===== src/rtl/led_matrix_scanner.sv =====
// HUB75 1/16-scan driver for a 64x32 panel using binary-code modulation over bit-planes.
// Latency: colour bits appear in the third cycle of each column, one cycle after the lower-pixel read.
// No backpressure: free-running scan; swap requests are held until the next frame boundary.
module led_matrix_scanner #(
    parameter int COLS      = 64,
    parameter int BASE_TIME = 32,
    parameter int PLANES    = 4
) (
    input  logic        clk,
    input  logic        rst,
    input  logic        swap_req,
    output logic        mem_rd,
    output logic [11:0] mem_addr,
    input  logic [23:0] mem_rdata,
    output logic        mem_change,
    output logic        r1,
    output logic        g1,
    output logic        b1,
    output logic        r2,
    output logic        g2,
    output logic        b2,
    output logic [3:0]  row_addr,
    output logic        pclk,
    output logic        lat,
    output logic        oe_n,
    output logic        frame_start
);

    localparam int CW  = (COLS > 1) ? $clog2(COLS) : 1;
    localparam int PW  = (PLANES > 1) ? $clog2(PLANES) : 1;
    localparam int DW  = $clog2(BASE_TIME << (PLANES - 1)) + 1;
    localparam int LSB = 8 - PLANES;

    typedef enum logic [1:0] {
        SHIFT     = 2'd0,
        LATCH     = 2'd1,
        DISPLAY   = 2'd2,
        FRAME_END = 2'd3
    } state_t;

    state_t          state;
    state_t          state_nxt;
    logic [CW-1:0]   col;
    logic [1:0]      k;
    logic [3:0]      row;
    logic [PW-1:0]   plane;
    logic [DW-1:0]   disp_cnt;
    logic [DW-1:0]   disp_len;
    logic            swap_pend;
    logic [3:0]      row_q;
    logic [23:0]     upper_q;
    logic [5:0]      rgb_hold;
    logic [5:0]      rgb_live;
    logic [2:0]      bit_sel;
    logic [4:0]      mem_row;
    logic            last_col;
    logic            last_plane;
    logic            disp_done;

    // Shared decode of counter end conditions and the current plane's bit position
    always_comb begin
        last_col   = (col == CW'(COLS - 1));
        last_plane = (plane == PW'(PLANES - 1));
        disp_done  = (disp_cnt == '0);
        disp_len   = DW'(BASE_TIME) << plane;
        bit_sel    = 3'(LSB) + 3'(plane);
        mem_row    = (k == 2'd1) ? {1'b1, row} : {1'b0, row};
        rgb_live   = {upper_q[16 + int'(bit_sel)], upper_q[8 + int'(bit_sel)], upper_q[int'(bit_sel)],
                      mem_rdata[16 + int'(bit_sel)], mem_rdata[8 + int'(bit_sel)], mem_rdata[int'(bit_sel)]};
    end

    // FSM state register
    always_ff @(posedge clk) begin
        if (rst) begin
            state <= SHIFT;
        end else begin
            state <= state_nxt;
        end
    end

    // FSM next state and HUB75/memory strobes; reset forces idle outputs in the same cycle
    always_comb begin
        state_nxt                  = state;
        mem_rd                     = 1'b0;
        mem_addr                   = '0;
        mem_change                 = 1'b0;
        pclk                       = 1'b0;
        lat                        = 1'b0;
        oe_n                       = 1'b1;
        frame_start                = 1'b0;
        {r1, g1, b1, r2, g2, b2}   = rgb_hold;
        row_addr                   = row_q;
        case (state)
            SHIFT: begin
                if (k == 2'd3 && last_col) begin
                    state_nxt = LATCH;
                end
                if (k < 2'd2) begin
                    mem_rd   = 1'b1;
                    mem_addr = 12'(int'(mem_row) * COLS + int'(col));
                end
                if (k == 2'd2) begin
                    {r1, g1, b1, r2, g2, b2} = rgb_live;
                end
                if (k == 2'd3) begin
                    pclk = 1'b1;
                end
            end
            LATCH: begin
                state_nxt = DISPLAY;
                lat       = 1'b1;
            end
            DISPLAY: begin
                oe_n = 1'b0;
                if (disp_done) begin
                    state_nxt = (last_plane && row == 4'd15) ? FRAME_END : SHIFT;
                end
            end
            FRAME_END: begin
                state_nxt   = SHIFT;
                frame_start = 1'b1;
                mem_change  = swap_pend | swap_req;
            end
            default: state_nxt = SHIFT;
        endcase
        if (rst) begin
            mem_rd                   = 1'b0;
            mem_addr                 = '0;
            mem_change               = 1'b0;
            pclk                     = 1'b0;
            lat                      = 1'b0;
            oe_n                     = 1'b1;
            frame_start              = 1'b0;
            {r1, g1, b1, r2, g2, b2} = 6'b0;
            row_addr                 = 4'd0;
        end
    end

    // Scan counters, pixel capture and colour/row holding registers
    always_ff @(posedge clk) begin
        if (rst) begin
            col      <= '0;
            k        <= 2'd0;
            row      <= 4'd0;
            plane    <= '0;
            disp_cnt <= '0;
            upper_q  <= '0;
            rgb_hold <= '0;
            row_q    <= 4'd0;
        end else begin
            case (state)
                SHIFT: begin
                    k <= k + 2'd1;
                    if (k == 2'd1) begin
                        upper_q <= mem_rdata;
                    end
                    if (k == 2'd2) begin
                        rgb_hold <= rgb_live;
                    end
                    if (k == 2'd3) begin
                        col <= last_col ? '0 : col + CW'(1);
                    end
                end
                LATCH: begin
                    row_q    <= row;
                    disp_cnt <= disp_len - DW'(1);
                end
                DISPLAY: begin
                    if (!disp_done) begin
                        disp_cnt <= disp_cnt - DW'(1);
                    end else begin
                        plane <= last_plane ? '0 : plane + PW'(1);
                        if (last_plane) begin
                            row <= row + 4'd1;
                        end
                    end
                end
                FRAME_END: begin
                    col   <= '0;
                    k     <= 2'd0;
                    row   <= 4'd0;
                    plane <= '0;
                end
                default: begin
                    k <= 2'd0;
                end
            endcase
        end
    end

    // Swap request latch: any request before or during the boundary cycle is served there once
    always_ff @(posedge clk) begin
        if (rst) begin
            swap_pend <= 1'b0;
        end else if (state == FRAME_END) begin
            swap_pend <= 1'b0;
        end else if (swap_req) begin
            swap_pend <= 1'b1;
        end
    end

endmodule


===== config.mk =====
export PLATFORM = sky130hd
export DESIGN_NAME = led_matrix_scanner
export DESIGN_NICKNAME = d
export VERILOG_FILES = /design/src/rtl/led_matrix_scanner.sv
export SDC_FILE = /design/constraint.sdc
export NUM_CORES = 1
export LEC_CHECK = 0
export CORE_MARGIN = 2
export CORE_UTILIZATION = 52
export CTS_CLUSTER_SIZE = 20
export DETAILED_ROUTE_END_ITERATION = 7
export HOLD_SLACK_MARGIN = 0.05
export PLACE_DENSITY = 0.81
export SLEW_MARGIN = 20
export SYNTH_ARGS = -nofsm -noshare
export SYNTH_HDL_FRONTEND = slang
export SYNTH_SLANG_ARGS = --single-unit
export TNS_END_PERCENT = 1

===== constraint.sdc =====
create_clock -name clk -period 3.1 [get_ports clk]
set_clock_uncertainty 0.2 [all_clocks]
set_input_delay 0.31 -clock clk [delete_from_list [all_inputs] [get_ports clk]]
set_output_delay 0.31 -clock clk [all_outputs]
set_load 0.01 [all_outputs]

==> reports/metrics.yaml, run 1 <==
status:
  status: "complete, no violations"
clock_tree:
  clockBufferDepth: 2
  cts_hold_buffers: 0
  cts_max_level: 2
  clock_latency_ns: 0.31
  cts_tree: "yes"
  cts_setup_buffers: 0
  root_buffer: "clkbuf_8"
  cts_resized: 0
  cts_buffers: 5
  path_clk_slew_ns: 0.09
  cts.sinks: 48
yosys:
  syn_inst: 335
  synth_top_area_share_pct: 35.2
  ys_ff_latch: 48
  synth_ff_type: "dfxtp_1"
  synth-edff-count: 0
  async_flop_share_pct: 0
  synth_nets: 378
  yosysTopAreaCell: "dfxtp_1"
  syn_avg_cell_area_um2: 8.16
  synthTopCellsByArea: "dfxtp_1 (35%), ha_1 (7.3%), nand2_1 (7.3%)"
  syn_area_mm2: 0.00273
  yosys_warnings: 0
  seq_area_frac_synth_pct: 35.2
  yosysUniqueCellTypes: 47
power_and_ir_drop:
  ir_drop_uv: 347
  power_density_mw_per_mm2: 559
  p_leak_nw: 1.17
  p_total_mw: 1.83
route:
  antenna_left: 0
  drt_pass1_iterations: 4
  drtIter0Drc: 96
  num_vias: 2444
  wl_per_cell_um: 13.4
  drc: 0
  vias_per_cell: 5.59
  totalWireLength_mm: 5.85
placed_design:
  placedCellCount: 429
  io_buffer_count: 41
  place_hpwl_mm: 4.06
  gp_congestion: 0.837
worst_setup_path:
  regToRegEndpoint: "disp_cnt[6]"
  endpoint_kind: "output port"
  reg2reg_depth: 8
  crit_path_start: "plane[0]"
  r2r_slack_ns: 0.55
  arrival_ns: 2.34
  crit_fanout: 11
  path_class: "reg -> out"
  critPathLaunchType: "flop"
  timing.rr.start: "state[0]"
  cp.required_ns: 2.59
grt:
  grt_pass1_vias: 2188
  grtUsageTotal_pct: 20.3
  overflow: 0
  grt_pass1_wl_mm: 9.90
  antenna_found_initial: 0
  grt_max_degree: 63
floorplanning:
  design.portCount: 55
  die_w_um: 76.5
  core_mm2: 0.00507
  num_rows: 26
  dieArea_mm2: 0.00585
  initial_core_util_pct: 53.8
  die_h_um: 76.5
timing:
  finalSetupViolations: 0
  worst_pin_slew_ns: 0.638
  finalHoldViolations: 0
  slew_viol_final: 0
  rsz0062_at_grt: "false"
  fin_setup_tns_ns: 0
  period_minus_slack_ns: 2.85
  finalCritPeriodShare_pct: 92.0
  relSlewSlack_pct: 57.5
  whs_ns: 0.247
  max_freq_mhz: 351
min_path:
  holdPathEnd: "disp_cnt[7]"
  hold_start: "rst"
  worstHoldPathCells: 4
  min_path_type: "in -> reg"
cells_and_area:
  fin_nets: 409
  layout-drive-gt1-share_pct: 6.54
  diodes: 0
  nFillCells: 446
  regArea_um2: 961
  multi_input_comb_area_mm2: 0.00165
  syn_to_final_growth_pct: 20.1
  fin_cells: 437
run:
  cap_violations: 0
## logic make-up (layout without fill, tap and decap cells)
| kind of cell | after synthesis | in the layout | share of synthesized area [%] |
|---|---|---|---|
| simple gates | 144 | 144 | 26.0 |
| compound gates | 76 | 76 | 17.3 |
| flops | 48 | 48 | 35.2 |
| buf+inv | 31 | 63 | 4.40 |
| mux | 17 | 17 | 9.07 |
| fa+ha+maj | 16 | 16 | 7.33 |
| xor+xnor | 2 | 2 | 0.641 |
| other cells | 1 | 1 | 0.137 |
## synthesized netlist by cell type, drive strengths merged (2+ instances only)
library cell   n
mux4           6
xnor2          2
mux2           2
clkbuf        18
o211ai         2
nor2          28
inv           11
dfxtp         48
and2          11
buf            2
a32oi          3
and3           4
o31ai          3
or3            6
nor2b         13
nand3         10
o21ai          8
nand4          3
a31oi          4
ha            16
a21oi         38
mux2i          9
nand2         53
a22oi          3
nor4           2
nor3b          3
nor3           8
a211oi         2
a21o           3
## placed cells by master (no fill, tap or decap), drive strengths merged, types with 3 or more instances in the layout
cell type and instances:
a32oi 3, mux2i 9, inv 11, clkdlybuf4s50 40, nor3b 3, a21o 3, a31oi 4, a22oi 3
and3 4, nor2b 13, nor2 28, o31ai 3, nand2 53, nor3 8, nand3 10, dfxtp 48
o21ai 8, nand4 3, mux4 6, clkbuf 5, ha 16, a21oi 38, buf 4, or3 6
and2 11
## final cells by class
cell class / count / area share (%)
clock buffers: 5 / 2.10
well taps: 70 / 2.67
inverters: 11 / 1.26
flip-flops and latches: 48 / 29.3
repair buffers: 44 / 13.0
clock inverters: 3 / 1.30
multi-input cells: 256 / 50.3
## report_power, final
| part | total [mW] | leakage, nW | internal (mW) | switching, mW |
|---|---|---|---|---|
| clock network | 0.460 | 0.0541 | 0.239 | 0.221 |
| registers | 0.792 | 0.390 | 0.707 | 0.0851 |
| logic | 0.581 | 0.726 | 0.253 | 0.327 |
## routing by layer
| layer | up-vias | part of all wire, % | GRT usage [%] |
|---|---|---|---|
| met1 | 1158 | 47 | 26.7 |
| met2 | 40 | 48 | 34.0 |
| li1 | 1238 | - | - |
| met4 | 0 | 1.3 | 5.45 |
| met5 | - | 0 | 0 |
| met3 | 8 | 3.6 | 3.91 |
## how the worst max path moves through the flow
stage	end	slack, ns	depth (start not counted)
2_1_floorplan	disp_cnt[6]	0.75	8
3_5_place_dp	disp_cnt[6]	0.59	8
5_1_grt	mem_addr[8]	0.14	5
6_report	g2	0.25	4
4_1_cts	g2	0.22	4
3_3_place_gp	b2	0.63	4
## state kept, by name (all words and copies together), names as in the netlist, 2 cells and up
name	cells
upper_q	12
disp_cnt	9
row_q	4
k	2
row	4
plane	2
rgb_hold	6
state	2
col	6
## critical path, cell delays in order (launching register included)
cell	delay, ns
dfxtp_1	0.71
mux4_2	0.58
nand3_1	0.12
a21oi_1	0.10
clkdlybuf4s50_1	0.52
## per-stage QoR
step	cell area (um^2)	worst slack, ns	utilization, %
6_report	3280	0.247	64.6
5_1_grt	3280	0.142	64.6
4_1_cts	3280	0.222	64.6
3_5_place_dp	3170	0.590	62.5
3_3_place_gp	3170	0.628	62.5
2_1_floorplan	2730	0.747	-
No activity file was read; power rests on OpenSTA's default activity.
==> run 2, diff against run 1 <==
CTS_CLUSTER_DIAMETER = 30   (was unset)
CTS_CLUSTER_SIZE = 10   (was 20)
==> results of run 2 <==
No change in the layout: final DEF, timing and power equal those of run 1.
